[src/rtl/axi4_lite_csr_master_if.sv]
// AXI4-Lite bus bundle shared by CSR initiators and the filter CSR slaves.
interface axi4_lite_if #(
  parameter int ADDR_W = 32,
  parameter int DATA_W = 32
);
  logic [ADDR_W-1:0]   awaddr;
  logic [2:0]          awprot;
  logic                awvalid;
  logic                awready;
  logic [DATA_W-1:0]   wdata;
  logic [DATA_W/8-1:0] wstrb;
  logic                wvalid;
  logic                wready;
  logic [1:0]          bresp;
  logic                bvalid;
  logic                bready;
  logic [ADDR_W-1:0]   araddr;
  logic [2:0]          arprot;
  logic                arvalid;
  logic                arready;
  logic [DATA_W-1:0]   rdata;
  logic [1:0]          rresp;
  logic                rvalid;
  logic                rready;

  modport master (
    output awaddr, awprot, awvalid, wdata, wstrb, wvalid, bready,
           araddr, arprot, arvalid, rready,
    input  awready, wready, bresp, bvalid, arready, rdata, rresp, rvalid
  );

  modport slave (
    input  awaddr, awprot, awvalid, wdata, wstrb, wvalid, bready,
           araddr, arprot, arvalid, rready,
    output awready, wready, bresp, bvalid, arready, rdata, rresp, rvalid
  );
endinterface

[src/rtl/axi4_lite_csr_master.sv]
// Single-outstanding AXI4-Lite initiator: one command in, one bus transaction, one response out.
// Handshakes: a transfer happens on the rising edge where valid && ready; valid never drops before it.
module axi4_lite_csr_master #(
  parameter int ADDR_W = 32,
  parameter int DATA_W = 32
) (
  input  logic                clk_i,
  input  logic                rst_i,
  input  logic                cmd_valid_i,
  output logic                cmd_ready_o,
  input  logic                cmd_wr_i,
  input  logic [ADDR_W-1:0]   cmd_addr_i,
  input  logic [DATA_W-1:0]   cmd_wdata_i,
  input  logic [DATA_W/8-1:0] cmd_wstrb_i,
  output logic                rsp_valid_o,
  input  logic                rsp_ready_i,
  output logic                rsp_wr_o,
  output logic [DATA_W-1:0]   rsp_rdata_o,
  output logic [1:0]          rsp_resp_o,
  output logic                rsp_err_o,
  output logic [2:0]          dbg_state_o,
  axi4_lite_if.master         csr_o
);

  typedef enum logic [2:0] {
    S_IDLE = 3'd0,
    S_WR   = 3'd1,
    S_WR_B = 3'd2,
    S_RD_A = 3'd3,
    S_RD_R = 3'd4,
    S_RSP  = 3'd5
  } state_t;

  state_t              state_q, state_d;
  logic [ADDR_W-1:0]   addr_q, addr_d;
  logic [DATA_W-1:0]   wdata_q, wdata_d;
  logic [DATA_W/8-1:0] wstrb_q, wstrb_d;
  logic                aw_done_q, aw_done_d;
  logic                w_done_q, w_done_d;
  logic                rsp_wr_q, rsp_wr_d;
  logic [DATA_W-1:0]   rsp_rdata_q, rsp_rdata_d;
  logic [1:0]          rsp_resp_q, rsp_resp_d;

  logic awvalid, wvalid, aw_hs, w_hs, aw_fin, w_fin, cmd_hs;

  // State register plus the command and response holding registers.
  always_ff @(posedge clk_i or posedge rst_i) begin
    if (rst_i) begin
      state_q     <= S_IDLE;
      addr_q      <= '0;
      wdata_q     <= '0;
      wstrb_q     <= '0;
      aw_done_q   <= 1'b0;
      w_done_q    <= 1'b0;
      rsp_wr_q    <= 1'b0;
      rsp_rdata_q <= '0;
      rsp_resp_q  <= 2'b00;
    end else begin
      state_q     <= state_d;
      addr_q      <= addr_d;
      wdata_q     <= wdata_d;
      wstrb_q     <= wstrb_d;
      aw_done_q   <= aw_done_d;
      w_done_q    <= w_done_d;
      rsp_wr_q    <= rsp_wr_d;
      rsp_rdata_q <= rsp_rdata_d;
      rsp_resp_q  <= rsp_resp_d;
    end
  end

  assign awvalid = (state_q == S_WR) && !aw_done_q;
  assign wvalid  = (state_q == S_WR) && !w_done_q;
  assign aw_hs   = awvalid && csr_o.awready;
  assign w_hs    = wvalid && csr_o.wready;
  // A channel counts as finished if it completed earlier or completes on this edge.
  assign aw_fin  = aw_done_q || aw_hs;
  assign w_fin   = w_done_q || w_hs;
  assign cmd_hs  = cmd_valid_i && (state_q == S_IDLE);

  always_comb begin
    state_d = state_q;
    case (state_q)
      S_IDLE:  if (cmd_valid_i)    state_d = cmd_wr_i ? S_WR : S_RD_A;
      S_WR:    if (aw_fin && w_fin) state_d = S_WR_B;
      S_WR_B:  if (csr_o.bvalid)   state_d = S_RSP;
      S_RD_A:  if (csr_o.arready)  state_d = S_RD_R;
      S_RD_R:  if (csr_o.rvalid)   state_d = S_RSP;
      S_RSP:   if (rsp_ready_i)    state_d = S_IDLE;
      default:                     state_d = S_IDLE;
    endcase
  end

  always_comb begin
    addr_d      = addr_q;
    wdata_d     = wdata_q;
    wstrb_d     = wstrb_q;
    aw_done_d   = aw_done_q;
    w_done_d    = w_done_q;
    rsp_wr_d    = rsp_wr_q;
    rsp_rdata_d = rsp_rdata_q;
    rsp_resp_d  = rsp_resp_q;
    if (cmd_hs) begin
      addr_d    = cmd_addr_i;
      wdata_d   = cmd_wdata_i;
      wstrb_d   = cmd_wstrb_i;
      aw_done_d = 1'b0;
      w_done_d  = 1'b0;
    end
    if (state_q == S_WR) begin
      aw_done_d = aw_fin;
      w_done_d  = w_fin;
    end
    if ((state_q == S_WR_B) && csr_o.bvalid) begin
      rsp_wr_d    = 1'b1;
      rsp_rdata_d = '0;
      rsp_resp_d  = csr_o.bresp;
    end
    if ((state_q == S_RD_R) && csr_o.rvalid) begin
      rsp_wr_d    = 1'b0;
      rsp_rdata_d = csr_o.rdata;
      rsp_resp_d  = csr_o.rresp;
    end
  end

  always_comb begin
    cmd_ready_o   = (state_q == S_IDLE);
    csr_o.awvalid = awvalid;
    csr_o.wvalid  = wvalid;
    csr_o.bready  = (state_q == S_WR_B);
    csr_o.arvalid = (state_q == S_RD_A);
    csr_o.rready  = (state_q == S_RD_R);
    rsp_valid_o   = (state_q == S_RSP);
    csr_o.awaddr  = addr_q;
    csr_o.araddr  = addr_q;
    csr_o.wdata   = wdata_q;
    csr_o.wstrb   = wstrb_q;
    csr_o.awprot  = 3'b000;
    csr_o.arprot  = 3'b000;
    rsp_wr_o      = rsp_wr_q;
    rsp_rdata_o   = rsp_rdata_q;
    rsp_resp_o    = rsp_resp_q;
    rsp_err_o     = (rsp_resp_q != 2'b00);
    dbg_state_o   = state_q;
  end

endmodule

[src/flat_wrapper.sv]
// flat-port wrapper written by rule: the top's interface ports become plain ports
module axi4_lite_csr_master_flat 
#(
  parameter int ADDR_W = 32,
  parameter int DATA_W = 32
)
  (clk_i, rst_i, cmd_valid_i, cmd_ready_o, cmd_wr_i, cmd_addr_i, cmd_wdata_i, cmd_wstrb_i, rsp_valid_o, rsp_ready_i, rsp_wr_o, rsp_rdata_o, rsp_resp_o, rsp_err_o, dbg_state_o, csr_o_awaddr, csr_o_awprot, csr_o_awvalid, csr_o_wdata, csr_o_wstrb, csr_o_wvalid, csr_o_bready, csr_o_araddr, csr_o_arprot, csr_o_arvalid, csr_o_rready, csr_o_awready, csr_o_wready, csr_o_bresp, csr_o_bvalid, csr_o_arready, csr_o_rdata, csr_o_rresp, csr_o_rvalid);
  axi4_lite_if #(.ADDR_W(ADDR_W), .DATA_W(DATA_W)) csr_o_i ();
  input  logic clk_i;
  input  logic rst_i;
  input  logic cmd_valid_i;
  output logic cmd_ready_o;
  input  logic cmd_wr_i;
  input  logic [ADDR_W-1:0] cmd_addr_i;
  input  logic [DATA_W-1:0] cmd_wdata_i;
  input  logic [DATA_W/8-1:0] cmd_wstrb_i;
  output logic rsp_valid_o;
  input  logic rsp_ready_i;
  output logic rsp_wr_o;
  output logic [DATA_W-1:0] rsp_rdata_o;
  output logic [1:0] rsp_resp_o;
  output logic rsp_err_o;
  output logic [2:0] dbg_state_o;
  output wire logic [$bits(csr_o_i.awaddr)-1:0] csr_o_awaddr;
  output wire logic [$bits(csr_o_i.awprot)-1:0] csr_o_awprot;
  output wire logic [$bits(csr_o_i.awvalid)-1:0] csr_o_awvalid;
  output wire logic [$bits(csr_o_i.wdata)-1:0] csr_o_wdata;
  output wire logic [$bits(csr_o_i.wstrb)-1:0] csr_o_wstrb;
  output wire logic [$bits(csr_o_i.wvalid)-1:0] csr_o_wvalid;
  output wire logic [$bits(csr_o_i.bready)-1:0] csr_o_bready;
  output wire logic [$bits(csr_o_i.araddr)-1:0] csr_o_araddr;
  output wire logic [$bits(csr_o_i.arprot)-1:0] csr_o_arprot;
  output wire logic [$bits(csr_o_i.arvalid)-1:0] csr_o_arvalid;
  output wire logic [$bits(csr_o_i.rready)-1:0] csr_o_rready;
  input wire logic [$bits(csr_o_i.awready)-1:0] csr_o_awready;
  input wire logic [$bits(csr_o_i.wready)-1:0] csr_o_wready;
  input wire logic [$bits(csr_o_i.bresp)-1:0] csr_o_bresp;
  input wire logic [$bits(csr_o_i.bvalid)-1:0] csr_o_bvalid;
  input wire logic [$bits(csr_o_i.arready)-1:0] csr_o_arready;
  input wire logic [$bits(csr_o_i.rdata)-1:0] csr_o_rdata;
  input wire logic [$bits(csr_o_i.rresp)-1:0] csr_o_rresp;
  input wire logic [$bits(csr_o_i.rvalid)-1:0] csr_o_rvalid;
  assign csr_o_awaddr = csr_o_i.awaddr;
  assign csr_o_awprot = csr_o_i.awprot;
  assign csr_o_awvalid = csr_o_i.awvalid;
  assign csr_o_wdata = csr_o_i.wdata;
  assign csr_o_wstrb = csr_o_i.wstrb;
  assign csr_o_wvalid = csr_o_i.wvalid;
  assign csr_o_bready = csr_o_i.bready;
  assign csr_o_araddr = csr_o_i.araddr;
  assign csr_o_arprot = csr_o_i.arprot;
  assign csr_o_arvalid = csr_o_i.arvalid;
  assign csr_o_rready = csr_o_i.rready;
  assign csr_o_i.awready = csr_o_awready;
  assign csr_o_i.wready = csr_o_wready;
  assign csr_o_i.bresp = csr_o_bresp;
  assign csr_o_i.bvalid = csr_o_bvalid;
  assign csr_o_i.arready = csr_o_arready;
  assign csr_o_i.rdata = csr_o_rdata;
  assign csr_o_i.rresp = csr_o_rresp;
  assign csr_o_i.rvalid = csr_o_rvalid;
  axi4_lite_csr_master #(.ADDR_W(ADDR_W), .DATA_W(DATA_W)) u_core (.clk_i(clk_i), .rst_i(rst_i), .cmd_valid_i(cmd_valid_i), .cmd_ready_o(cmd_ready_o), .cmd_wr_i(cmd_wr_i), .cmd_addr_i(cmd_addr_i), .cmd_wdata_i(cmd_wdata_i), .cmd_wstrb_i(cmd_wstrb_i), .rsp_valid_o(rsp_valid_o), .rsp_ready_i(rsp_ready_i), .rsp_wr_o(rsp_wr_o), .rsp_rdata_o(rsp_rdata_o), .rsp_resp_o(rsp_resp_o), .rsp_err_o(rsp_err_o), .dbg_state_o(dbg_state_o), .csr_o(csr_o_i));
endmodule
[config.mk]
export PLATFORM = sky130hd
export DESIGN_NAME = axi4_lite_csr_master_flat
export DESIGN_NICKNAME = d
export VERILOG_FILES = /design/src/rtl/axi4_lite_csr_master_if.sv /design/src/rtl/axi4_lite_csr_master.sv /design/src/flat_wrapper.sv
export SDC_FILE = /design/constraint.sdc
export NUM_CORES = 1
export LEC_CHECK = 0
export ABC_CLOCK_PERIOD_IN_PS = 5900
export CAP_MARGIN = 5
export CORE_MARGIN = 2
export CORE_UTILIZATION = 41
export CTS_CLUSTER_SIZE = 16
export DETAILED_ROUTE_END_ITERATION = 6
export PLACE_DENSITY = 0.85
export SETUP_SLACK_MARGIN = 0.02
export SYNTH_ARGS = -nofsm -noshare
export SYNTH_HDL_FRONTEND = slang
export SYNTH_SLANG_ARGS = --single-unit
[constraint.sdc]
create_clock -name clk_i -period 5.9 [get_ports clk_i]
set_input_delay 0.885 -clock clk_i [delete_from_list [all_inputs] [get_ports clk_i]]
set_output_delay 0.885 -clock clk_i [all_outputs]
set_load 0.1 [all_outputs]
-- Yosys cells after proc, flatten, opt, wreduce, memory -nomap -nowiden
Cells that the tools add are included.
- equality and inequality tests: 11
- muxes and demuxes: 17
- reduce and logical (&&, ||, !) cells: 17
- operators by type and width (kind ; count):
    32-bit two-way mux ; 2
    3-bit two-way mux ; 6
    3-bit one-hot mux with 6 select lines ; 1
    1-bit logical AND ; 8
    2-bit by 1-bit inequality test with 1-bit output, second input constant ; 4
    3-bit by 2-bit == test with 1-bit output, second input constant ; 2
    3-bit == test, second input constant ; 2
    2-bit two-way mux ; 3
    6-bit AND reduction ; 1
    2-bit nonzero test ; 3
    1-bit two-way mux ; 5
    2-bit inequality test, second input constant ; 2
    3-bit by 1-bit == test with 1-bit output, second input constant ; 1
    3-bit zero test ; 1
    1-bit zero test ; 2
    1-bit logical OR ; 2
- register bits after elaboration: 108
- input bits: 114
- output and inout bits: 152
- word-level logic and storage cells: 54

-- Logic depth before layout (Yosys ltp)
- depth after elaboration: 7
- mapped depth: 6
- mapped depth without buffers: 3

-- Worst setup path after synthesis
Ideal clock, no wire load.
- path kind: register -> output
- start point: register u_core.state_q[2], in the netlist u_core.dbg_state_o[2]
- end point: output csr_o_rready
- data arrival time: 3.505 ns
- required time: 5.015 ns
- setup slack: 1.510 ns
- stages on the path, launching flop included: 3
- path buffers: 1
- path through: dfrtp_1 -> buf_2 -> nor3b_1
- word-level cells in the longest chain between the ends: 1
- RTL lines (item ; RTL line ; text):
    start: declaration ; axi4_lite_csr_master.sv:34 ; state_t state_q, state_d;
    start signal: assignment ; axi4_lite_csr_master.sv:59 ; state_q <= state_d;
    3-bit == test ; axi4_lite_csr_master.sv:131 ; csr_o.rready = (state_q == S_RD_R);
    end: declaration ; flat_wrapper.sv:34 ; output wire logic [$bits(csr_o_i.rready)-1:0] csr_o_rready;
No other way between the ends.

-- Final worst setup path
- start point: register u_core.state_q[0], in the netlist u_core.dbg_state_o[0]
- end point: output csr_o_arvalid
- word-level cells in the longest chain between the ends: 1
- RTL lines (item ; RTL line ; text):
    3-bit by 2-bit == test with 1-bit output ; axi4_lite_csr_master.sv:130 ; csr_o.arvalid = (state_q == S_RD_A);
    end: declaration ; flat_wrapper.sv:33 ; output wire logic [$bits(csr_o_i.arvalid)-1:0] csr_o_arvalid;
No other way between the ends.

==> results.yml <==
logic_synthesis:
  synth-adder-area-share_pct: 0
  synth-compound-area-share_pct: 8.25
  syn-cell-area_um2: 4550
  synth_mux_area_share_pct: 19.4
  yosysSeqAreaShare_pct: 59.4
  synth_top_family_by_area: "multiplexers"
  avgSynthCellArea_um2: 14.5
  synth_top_area_share_pct: 59.4
  postSynthCellCount: 313
  ys_seq_elements: 108
  synth-xor-area-share_pct: 0
  synth_warnings: 0
  yosys.area_share.simple_pct: 3.38
  yosysUniqueCellTypes: 33
  post-synth-top-area-cell: "dfrtp_1"
  ys_top_cells_by_area: "dfrtp_1 (59%), mux2_2 (12%), buf_4 (6.9%), mux2_4 (6.6%), a22o_1 (6.2%)"
layout:
  syn_to_final_growth_pct: 56.4
  stdcell_count: 679
  drive_gt1_share_pct: 17.3
  fin_nets: 648
  antenna_cells: 0
worst_setup_path:
  critical_path.cell_chain: "inv_1, nor2_1, clkdlybuf4s50_1"
  start_kind: "flip-flop"
  timing.rr.end: "u_core.csr_o.wstrb[3]"
  slowest_delay_ns: 1.16
  r2r_cells: 3
  rrSetupSlack_ns: 3.62
  crit_start: "u_core.dbg_state_o[0]"
  crit_path_top_delay_cell: "clkdlybuf4s50_1"
  r2r_start: "u_core.dbg_state_o[0]"
  cp_max_fo: 15
  crit_path_end_kind: "output port"
  critPathCapture: "csr_o_arvalid"
  crit_type: "reg -> out"
  critPathArrivalTime_ns: 2.55
  cp.required_ns: 5.02
clock_network:
  ctsHoldBuffers: 0
  ctsResizeCount: 0
  cts-root-buf: "clkbuf_8"
  cts_buffers: 9
  cts_sinks: 108
  htree_levels: 3
  clock_latency_ns: 0.35
  clk_path_buf_depth: 2
  post_cts_buffers: 0
  clk_transition_reported_paths_ns: 0.09
  cts_tree: "built"
drt:
  drc_errors: 0
  viasPerCell: 4.75
  dr.pass1.iters: 4
  wirelength_um: 11500
  post_drt_wl_per_cell_um: 16.9
  vias: 3227
  postRouteAntennaNets: 0
  drt_iter0_markers: 102
sta:
  period_share_pct: 58.2
  post-route-min-period_ns: 3.44
  hold_violations: 0
  max_freq_mhz: 291
  slew_viol_final: 0
  fin_ws_ns: 2.46
  max_slew.worst_pin.slew_ns: 1.02
  rsz0062_at_grt: "no"
  relSlewSlack_pct: 32.0
  setup_tns_ns: 0
  hold_ws_ns: 0.498
  clock_skew_ns: 0.0120
  setup_violations: 0
placement:
  post-dp-hpwl_um: 8580
  port_buffers: 259
  gp_congestion: 0.843
  dp_cells: 663
  pre_cts_ws_ns: 2.88
global_route:
  grt_pass1_vias: 3348
  grt_usage_pct: 18.7
  grt_pass1_wl_um: 17100
  overflow: 0
  grt_max_degree: 69
  antenna_found_initial: 0
floorplan:
  die-area_um2: 12000
  die_h_um: 109
  ioPinCount: 266
  die_w_um: 109
  initial_utilization_pct: 42.0
  core-area_um2: 10800
  row_count: 38
flow_run:
  cap_violations: 0
hold_path:
  min_path_type: "reg -> reg"
run_status:
  status: "finished, final reports clean"
final cells by class:
cell class,instances,area (um2)
inverter,2,10.0
clock inverter,5,27.5
sequential,108,2700
timing repair buffer,261,2610
fill,801,3720
multi-input combinational,152,1450
clock buffer,11,141
tap,140,175
flip-flops by register name, indices dropped and copies added (netlist names):
register             count
u_core.rsp_rdata_o      32
u_core.csr_o.araddr     32
u_core.dbg_state_o       3
u_core.w_done_q          1
u_core.rsp_wr_o          1
u_core.aw_done_q         1
u_core.csr_o.wstrb       4
u_core.rsp_resp_o        2
u_core.csr_o.wdata      32
through the flow:
step | util (%) | area (um2)
CTS | 65.6 | 7120
detailed placement | 64.1 | 6950
floorplan | - | 4570
finish | 65.6 | 7120
global route | 65.6 | 7120
global placement | 64.1 | 6950
critical path: cells and delay by family, from the launching register on:
kind                   cells  cell delay [ns]
buffers and inverters      2             1.34
AND/OR/NAND/NOR            1             0.18
flip-flops                 1             0.69
cell usage in the layout (no fill, tap or decap), types with 2 or more instances in the layout:
master / instances
mux2i_1: 3
dfrtp_1: 108
clkinv_2: 4
o21ai_0: 2
buf_4: 2
a22o_1: 32
nand2_1: 3
mux2_2: 49
nor2_1: 13
mux2_4: 20
clkbuf_8: 10
a21oi_1: 5
conb_1: 6
nand3b_1: 2
clkdlybuf4s50_1: 259
nand2b_1: 2
worst min path at each step:
stage | start | to | slack [ns] | cells past startpoint
after global routing | u_core.rsp_wr_o | u_core.rsp_wr_o | 0.53 | 2
final | u_core.rsp_wr_o | u_core.rsp_wr_o | 0.50 | 2
after global placement | u_core.rsp_wr_o | u_core.rsp_wr_o | 0.48 | 2
after floorplan | u_core.aw_done_q | u_core.aw_done_q | 0.52 | 2
after CTS | u_core.rsp_wr_o | u_core.rsp_wr_o | 0.51 | 2
after detailed placement | u_core.rsp_rdata_o[9] | u_core.rsp_rdata_o[9] | 0.48 | 1
metal layers:
metal  share of wire (%)  global-route usage, %  vias up
li1                    -                      -     1492
met1                  38                   21.8     1564
met2                  52                   32.6      152
met3                 7.7                   4.68       19
met4                 2.3                   8.05        0
met5                   0                      0        -
cells by family (layout without fill, tap and decap cells):
logic type             after synthesis  in the layout
and+or+nand+nor                     28             28
buffers and inverters               58            279
AOI/OAI and AO/OA                   46             46
DFF                                108            108
other                                1              6
muxes                               72             72
synthesized netlist by cell type, drive strengths merged:
cell type and number:
and4bb 1, mux2i 3, a221oi 1, nor3 2
a211o 1, or3b 1, mux2 69, nand3b 2
a211oi 1, a22o 32, nor4bb 1, nor2 13
o22a 1, o211ai 1, conb 1, a21o 1
nand2b 2, a21oi 5, or2 1, nand2 3
inv 2, dfrtp 108, and2 1, buf 54
nor3b 1, o41a 1, o21ai 2, clkbuf 2
Power is not shown: default switching activity piles up to over one toggle a cycle in this logic, so the estimate is an artifact.
